<file path="src/rtl/reorder_buffer_pkg.sv">
// Shared definitions for the reorder buffer: bus widths, depth and entry-type encodings.
package reorder_buffer_pkg;

    localparam int unsigned ROB_SIZE = 16;
    localparam int unsigned TagW     = 4;
    localparam int unsigned RegW     = 5;
    localparam int unsigned DataW    = 32;
    localparam int unsigned CountW   = 5;

    typedef logic [TagW-1:0]  TagBus;
    typedef logic [RegW-1:0]  RegBus;
    typedef logic [DataW-1:0] DataBus;

    localparam logic   Valid   = 1'b1;
    localparam logic   Invalid = 1'b0;
    localparam DataBus Null    = '0;

    typedef enum logic [1:0] {
        TypeNormal = 2'd0,
        TypeBranch = 2'd1,
        TypeStore  = 2'd2
    } rob_type_e;

endpackage

</file>
<file path="src/rtl/reorder_buffer.sv">
// Reorder buffer: 16-entry in-order commit queue with CDB completion and mispredict flush.
// Define ROB_BYPASS_EN to serve operand lookups on the query ports; otherwise they read as zero.
module reorder_buffer
    import reorder_buffer_pkg::*;
(
    input  logic             clk,
    input  logic             rst,
    input  logic             rdy,
    input  logic             ID_valid,
    input  logic [1:0]       ID_type,
    input  logic [RegW-1:0]  ID_reg_dest,
    input  logic [DataW-1:0] ID_pc,
    output logic             ROB_full,
    output logic [TagW-1:0]  ROB_next_tag,
    input  logic             CDB_valid,
    input  logic [TagW-1:0]  CDB_tag,
    input  logic [DataW-1:0] CDB_data,
    input  logic             CDB_mispredict,
    input  logic [DataW-1:0] CDB_target_pc,
    output logic             ROB_data_valid,
    output logic [RegW-1:0]  ROB_reg_dest,
    output logic [TagW-1:0]  ROB_tag,
    output logic [DataW-1:0] ROB_data,
    output logic             LSB_commit_valid,
    output logic [TagW-1:0]  LSB_commit_tag,
    output logic             clear,
    output logic [DataW-1:0] clear_pc,
    input  logic [TagW-1:0]  query1_tag,
    output logic             query1_ready,
    output logic [DataW-1:0] query1_data,
    input  logic [TagW-1:0]  query2_tag,
    output logic             query2_ready,
    output logic [DataW-1:0] query2_data
);

    rob_type_e type_q   [ROB_SIZE];
    rob_type_e type_d   [ROB_SIZE];
    RegBus     dest_q   [ROB_SIZE];
    RegBus     dest_d   [ROB_SIZE];
    DataBus    data_q   [ROB_SIZE];
    DataBus    data_d   [ROB_SIZE];
    DataBus    target_q [ROB_SIZE];
    DataBus    target_d [ROB_SIZE];
    logic [ROB_SIZE-1:0][DataW-1:0] pc_q, pc_d;
    logic [ROB_SIZE-1:0] ready_q, ready_d, mis_q, mis_d;
    TagBus               head_q, head_d, tail_q, tail_d;
    logic [CountW-1:0]   count_q, count_d;

    logic   dv_q, dv_d, lsb_q, lsb_d, clear_q, clear_d;
    RegBus  rdest_q, rdest_d;
    TagBus  rtag_q, rtag_d, lsb_tag_q, lsb_tag_d;
    DataBus rdata_q, rdata_d, clear_pc_q, clear_pc_d;

    logic      full, alloc, complete, commit, flush;
    rob_type_e head_type;

    // Entry PCs are recorded for debug visibility; no output consumes them.
    logic unused_pc;
    assign unused_pc = ^pc_q;

    always_comb begin
        full      = (count_q == CountW'(ROB_SIZE));
        alloc     = rdy && !clear_q && ID_valid && !full;
        complete  = rdy && !clear_q && CDB_valid;
        commit    = rdy && (count_q != '0) && ready_q[head_q];
        head_type = type_q[head_q];
        flush     = commit && (head_type == TypeBranch) && mis_q[head_q];
    end

    always_comb begin
        type_d   = type_q;
        dest_d   = dest_q;
        data_d   = data_q;
        target_d = target_q;
        pc_d     = pc_q;
        ready_d  = ready_q;
        mis_d    = mis_q;
        head_d   = head_q;
        tail_d   = tail_q;
        if (alloc) begin
            type_d[tail_q]  = rob_type_e'(ID_type);
            dest_d[tail_q]  = ID_reg_dest;
            pc_d[tail_q]    = ID_pc;
            ready_d[tail_q] = 1'b0;
            mis_d[tail_q]   = 1'b0;
            tail_d          = tail_q + TagBus'(1);
        end
        if (complete) begin
            ready_d[CDB_tag]  = 1'b1;
            data_d[CDB_tag]   = CDB_data;
            mis_d[CDB_tag]    = CDB_mispredict;
            target_d[CDB_tag] = CDB_target_pc;
        end
        if (commit) begin
            head_d = head_q + TagBus'(1);
        end
        count_d = count_q + CountW'(alloc) - CountW'(commit);
        // A mispredicted branch squashes everything younger, including this edge's alloc.
        if (flush) begin
            head_d  = '0;
            tail_d  = '0;
            count_d = '0;
            ready_d = '0;
            mis_d   = '0;
        end
    end

    always_comb begin
        dv_d       = commit && (head_type != TypeStore);
        lsb_d      = commit && (head_type == TypeStore);
        clear_d    = flush;
        rdest_d    = commit ? dest_q[head_q] : rdest_q;
        rtag_d     = commit ? head_q         : rtag_q;
        rdata_d    = commit ? data_q[head_q] : rdata_q;
        lsb_tag_d  = commit ? head_q         : lsb_tag_q;
        clear_pc_d = flush  ? target_q[head_q] : clear_pc_q;
    end

    always_ff @(posedge clk or negedge rst) begin
        if (!rst) begin
            type_q     <= '{default: TypeNormal};
            dest_q     <= '{default: '0};
            data_q     <= '{default: '0};
            target_q   <= '{default: '0};
            pc_q       <= '0;
            ready_q    <= '0;
            mis_q      <= '0;
            head_q     <= '0;
            tail_q     <= '0;
            count_q    <= '0;
            dv_q       <= 1'b0;
            lsb_q      <= 1'b0;
            clear_q    <= 1'b0;
            rdest_q    <= '0;
            rtag_q     <= '0;
            rdata_q    <= '0;
            lsb_tag_q  <= '0;
            clear_pc_q <= '0;
        end else begin
            dv_q       <= dv_d;
            lsb_q      <= lsb_d;
            clear_q    <= clear_d;
            rdest_q    <= rdest_d;
            rtag_q     <= rtag_d;
            rdata_q    <= rdata_d;
            lsb_tag_q  <= lsb_tag_d;
            clear_pc_q <= clear_pc_d;
            if (rdy) begin
                type_q   <= type_d;
                dest_q   <= dest_d;
                data_q   <= data_d;
                target_q <= target_d;
                pc_q     <= pc_d;
                ready_q  <= ready_d;
                mis_q    <= mis_d;
                head_q   <= head_d;
                tail_q   <= tail_d;
                count_q  <= count_d;
            end
        end
    end

    assign ROB_full         = full;
    assign ROB_next_tag     = tail_q;
    assign ROB_data_valid   = dv_q;
    assign ROB_reg_dest     = rdest_q;
    assign ROB_tag          = rtag_q;
    assign ROB_data         = rdata_q;
    assign LSB_commit_valid = lsb_q;
    assign LSB_commit_tag   = lsb_tag_q;
    assign clear            = clear_q;
    assign clear_pc         = clear_pc_q;

`ifdef ROB_BYPASS_EN
    // A same-cycle CDB broadcast wins over the stored entry so dispatch never misses it.
    always_comb begin
        query1_ready = ready_q[query1_tag];
        query1_data  = data_q[query1_tag];
        query2_ready = ready_q[query2_tag];
        query2_data  = data_q[query2_tag];
        if (CDB_valid && (CDB_tag == query1_tag)) begin
            query1_ready = Valid;
            query1_data  = CDB_data;
        end
        if (CDB_valid && (CDB_tag == query2_tag)) begin
            query2_ready = Valid;
            query2_data  = CDB_data;
        end
    end
`else
    logic unused_query;
    assign unused_query = ^{query1_tag, query2_tag};
    assign query1_ready = Invalid;
    assign query1_data  = Null;
    assign query2_ready = Invalid;
    assign query2_data  = Null;
`endif

endmodule

</file>
<file path="config.mk">
export PLATFORM = sky130hd
export DESIGN_NAME = reorder_buffer
export DESIGN_NICKNAME = d
export VERILOG_FILES = /design/src/rtl/reorder_buffer_pkg.sv /design/src/rtl/reorder_buffer.sv
export SDC_FILE = /design/constraint.sdc
export NUM_CORES = 2
export LEC_CHECK = 0
export BUFFER_PORTS_ARGS = -buffer_cell sky130_fd_sc_hd__buf_2
export CORE_AREA = 3 3 380 382
export DETAILED_ROUTE_END_ITERATION = 10
export DIE_AREA = 0 0 383 385
export PLACE_DENSITY_LB_ADDON = 0.05
export SYNTH_ARGS = -nofsm -noshare
export SYNTH_HDL_FRONTEND = slang
export SYNTH_SLANG_ARGS = --single-unit
</file>
<file path="constraint.sdc">
create_clock -name clk -period 4.14 [get_ports clk]
set_input_delay 0.414 -clock clk [delete_from_list [all_inputs] [get_ports clk]]
set_output_delay 0.414 -clock clk [all_outputs]
set_load 0.01 [all_outputs]
</file>
==> qor.log <==
INFO  run_status     status=finished, final reports clean
INFO  detailed_routing detailroute.via_count=30687
INFO  floorplanning  core_region_area=141000µm²
INFO  cts            cts-buffers-inserted=147
INFO  global_route   grt-ovfl-total=0
INFO  place          io_buffer_count=165
INFO  worst_setup_path cell_type_group_with_the_largest_total_delay_on_the_critical_path=compound AO/OA/AOI/OAI gates
INFO  layout         final_layout_size_suffix_gt1_share=56.8%
INFO  timing         fin_worst_skew=0.0195ns
INFO  floorplanning  io_pins=272
INFO  floorplanning  fp_rows=138
INFO  global_route   initial_antenna_violation_count=19
INFO  cts            cts_num_sinks=1257
INFO  worst_setup_path worstPathCellList=inv_1, ha_1, inv_1, o41ai_1, or4_1, nand2_4, ha_1, inv_1, ha_1, inv_1, fa_1, nand2b_1, a21oi_1, o21ai_0, and3_1, o2bb2ai_1, o21ai_0
INFO  detailed_routing drtPass1Iterations=6
INFO  place          detailed_place_hpwl=83400µm
INFO  power_and_ir_drop ir_worst_vdd=0.430mV
INFO  worst_setup_path critical_path.startpoint_type=register
INFO  yosys          synth_async_sr_flop_share=100%
INFO  min_path       hold_start=CDB_tag[0]
INFO  global_route   pin_count_of_the_biggest_net_entering_global_routing=135
INFO  timing         post-route-worst-setup-slack=0.384ns
INFO  timing         timing_hold_violations_final=0
INFO  timing         fmax=0.266GHz
INFO  cts            cts.repair_timing.setup_buffer_count=0
INFO  flow_run       timing.max_cap.violations=0
INFO  global_route   grt_pass1_vias=34643
INFO  place          place_congestion=0.761
INFO  yosys          ys.warnings.count=0
INFO  yosys          share_of_the_yosys_chip_area_belonging_to_registers=55.8%
INFO  worst_setup_path cp_data_required_time=4.76ns
INFO  floorplanning  floorplan.die.width=383µm
INFO  detailed_routing drt_wl_total=150000µm
INFO  timing         min_period_over_period=90.7%
INFO  power_and_ir_drop power_per_cell_area=650nW/µm²
INFO  detailed_routing wire_per_inst=27.1µm
INFO  yosys          syn_avg_cell_area=16.4µm²
INFO  cts            clock_tree.htree_level_count=4
INFO  yosys          synth-edff-count=0
INFO  worst_setup_path worstSetupStartpoint=count_q[2]
INFO  timing         timing.final.setup_violations=0
INFO  layout         layout_common_cells=1254 x sky130_fd_sc_hd__dfrtp_1, 1209 x sky130_fd_sc_hd__mux2_2, 357 x sky130_fd_sc_hd__mux4_2
INFO  yosys          netlist-cell-type-count=45
INFO  cts            cts-root-buf=sky130_fd_sc_hd__clkbuf_16
INFO  yosys          syn_inst=3431
INFO  cts            max-clock-path-buffers=3
INFO  cts            source_to_sink_clock_delay_at_the_later_pin_of_the_worst_skew_pair=0.75ns
INFO  yosys          dominantRegCellSynth=sky130_fd_sc_hd__dfrtp_1
INFO  worst_setup_path crit_path_top_delay_cell=sky130_fd_sc_hd__o41ai_1
INFO  floorplanning  die_area=147000µm²
INFO  detailed_routing post_drt_via_cell_ratio=5.53
INFO  timing         setup-tns-final=0ns
INFO  layout         mostFrequentLayoutCell=sky130_fd_sc_hd__dfrtp_1
INFO  layout         finalCoreUtilization=45.4%
INFO  floorplanning  die_height=385µm
INFO  power_and_ir_drop netSwitchingPower=11.9mW
INFO  yosys          syn-cell-area=56300µm²
INFO  timing         slew_violations=0
INFO  timing         timing.hold.ws=0.109ns
INFO  layout         area_delta_synth_final=13.9%
INFO  power_and_ir_drop part_of_the_total_power_dissipated_in_combinational_logic=29.0%
INFO  layout         design.final.nets=3683
INFO  min_path       hp-class=input pin to register
INFO  detailed_routing detail_route.iter0.violations=1603
INFO  timing         worst-slew-pin-transition=0.989ns
INFO  power_and_ir_drop power.internal=29.8mW
INFO  power_and_ir_drop power_frac_seq=40.3%
INFO  power_and_ir_drop power.switching_fraction=28.5%
INFO  worst_setup_path crit_path_max_fanout=3
INFO  timing         timing.slew.headroom=34.1%
INFO  worst_setup_path critical_path.most_common_cell=sky130_fd_sc_hd__inv_1
INFO  cts            worst_setup_hold_path_clk_slew=0.05ns
INFO  worst_setup_path reg2reg_from=count_q[2]
INFO  worst_setup_path timing_worst_setup_path_type=register to register
INFO  place          dpl_worst_slack=0.393ns
INFO  cts            tritoncts=done
INFO  detailed_routing route.detailed.drc=0
INFO  yosys          yosys_register_bits=1257
INFO  global_route   grt_util_all_layers=20.8%
INFO  worst_setup_path crit_path_arrival_time=4.38ns
INFO  timing         time_the_worst_path_needs_with_i_o_delays_and_setup=3.76ns
INFO  worst_setup_path setup.worst_path.end_class=register
INFO  power_and_ir_drop clockPowerShare=30.8%
INFO  power_and_ir_drop design_power_total=41.7mW
INFO  timing         rsz0062_at_grt=false
INFO  power_and_ir_drop leak=28.9nW
INFO  detailed_routing final_antenna_net_count=0
INFO  global_route   grt_pass1_wl=229000µm
INFO  floorplanning  start_util=39.8%
INFO  worst_setup_path cpPeakStageDelay=0.70ns
INFO  worst_setup_path critical_path_buf_inv_count=4
[cell usage after synthesis, types with 2 or more instances]
master,instances,area (µm²)
sky130_fd_sc_hd__clkinv_1,2,7.51
sky130_fd_sc_hd__nor2b_1,9,56.3
sky130_fd_sc_hd__buf_1,25,93.8
sky130_fd_sc_hd__a21oi_1,34,170
sky130_fd_sc_hd__a22oi_1,4,30.0
sky130_fd_sc_hd__mux4_2,357,8040
sky130_fd_sc_hd__and3_1,3,18.8
sky130_fd_sc_hd__o22ai_1,4,25.0
sky130_fd_sc_hd__o21a_1,2,15.0
sky130_fd_sc_hd__or3_1,3,18.8
sky130_fd_sc_hd__nand2b_1,5,31.3
sky130_fd_sc_hd__nand2_1,35,131
sky130_fd_sc_hd__clkbuf_1,196,736
sky130_fd_sc_hd__nand3b_1,9,67.6
sky130_fd_sc_hd__buf_4,91,683
sky130_fd_sc_hd__xor2_1,3,26.3
sky130_fd_sc_hd__buf_6,9,101
sky130_fd_sc_hd__nand3_1,38,190
sky130_fd_sc_hd__ha_1,11,138
sky130_fd_sc_hd__o21ai_0,6,30.0
sky130_fd_sc_hd__nand4_1,7,43.8
sky130_fd_sc_hd__mux2i_1,7,70.1
sky130_fd_sc_hd__o2bb2ai_1,2,17.5
sky130_fd_sc_hd__nor2_1,23,86.3
sky130_fd_sc_hd__dfrtp_1,1257,31500
sky130_fd_sc_hd__a211oi_1,2,15.0
sky130_fd_sc_hd__nor3_1,6,30.0
sky130_fd_sc_hd__mux2_2,1209,13600
sky130_fd_sc_hd__buf_2,41,205
sky130_fd_sc_hd__inv_1,16,60.1
[layout make-up]
| class | count | area, µm² |
|---|---|---|
| fill | 12145 | 77200 |
| sequential | 1257 | 31500 |
| multi-input combinational | 1859 | 23400 |
| clock buffer | 234 | 4630 |
| tap | 1890 | 2360 |
| timing repair buffer | 267 | 2040 |
| clock inverter | 22 | 200 |
| inverter | 18 | 72.6 |
| antenna | 3 | 7.51 |
[metal layers]
layer	track usage (%)	up-vias	part of all wire [%]
met4	5.79	16	2.3
met1	27.1	16907	43
met3	3.94	259	4.2
li1	-	12907	-
met5	0	-	0.082
met2	35.6	598	50
[flip-flops by register name, indices dropped and copies added, names as in the netlist]
| name | count |
|---|---|
| data_q | 512 |
| target_q | 512 |
| dest_q | 80 |
| ROB_data | 32 |
| clear_pc | 32 |
| type_q | 32 |
| mis_q | 16 |
| ready_q | 16 |
| ROB_reg_dest | 5 |
| count_q | 5 |
| LSB_commit_tag | 4 |
| ROB_next_tag | 4 |
| head_q | 4 |
| LSB_commit_valid | 1 |
| ROB_data_valid | 1 |
| clear | 1 |
[power by group through the flow]
stage                     clock network, mW  registers (mW)  logic (mW)
after floorplan                           0            16.5        9.27
after global placement                    0            16.7        12.1
after detailed placement                  0            17.0        12.4
after CTS                              13.3            16.8        12.4
after global routing                   13.8            17.1        13.1
final                                  12.8            16.8        12.1
[worst min-delay path: cells and delay by family]
kind            cells  cell delay (ns)
buf+inv             1             0.20
compound gates      1             0.07
simple gates        1             0.12
[worst paths after layout]
path | end | slack, ns | cells past startpoint
setup reg to reg | count_q[4] | 0.38 | 17
hold reg to reg | data_q[50] | 0.50 | 1
hold / removal | mis_q[15] | 0.11 | 3
max in group asynchronous | dest_q[1] | 2.55 | 3
setup / recovery | count_q[4] | 0.38 | 17
min in group asynchronous | ROB_data[17] | 0.27 | 2
[cell families (layout without fill, tap and decap cells)]
group                      count (synthesis)  after routing  share of synthesized area (%)
DFF                                     1257           1257                           55.8
xor gates and xnor gates                   4              4                         0.0622
buffers and inverters                    380            541                           3.35
adders and majority gates                 12             12                          0.280
and+or+nand+nor                          143            143                           1.27
AOI/OAI and AO/OA                         61             61                          0.651
muxes                                   1573           1573                           38.6
other                                      1             69                        0.00666
[repair_timing]
action | in CTS | in global routing
endpoints found under the hold margin | 99 | 0
hold buffers | 3 | 0
resized for setup | 0 | 0
[stage by stage]
stage / instance area (µm²) / cells
after CTS: 64200 / 5547
after global routing: 64200 / 5547
after floorplan: 56600 / 3496
after global placement: 59300 / 5288
after detailed placement: 59300 / 5288
final: 64200 / 5550
(Power assumes the default switching activity.)
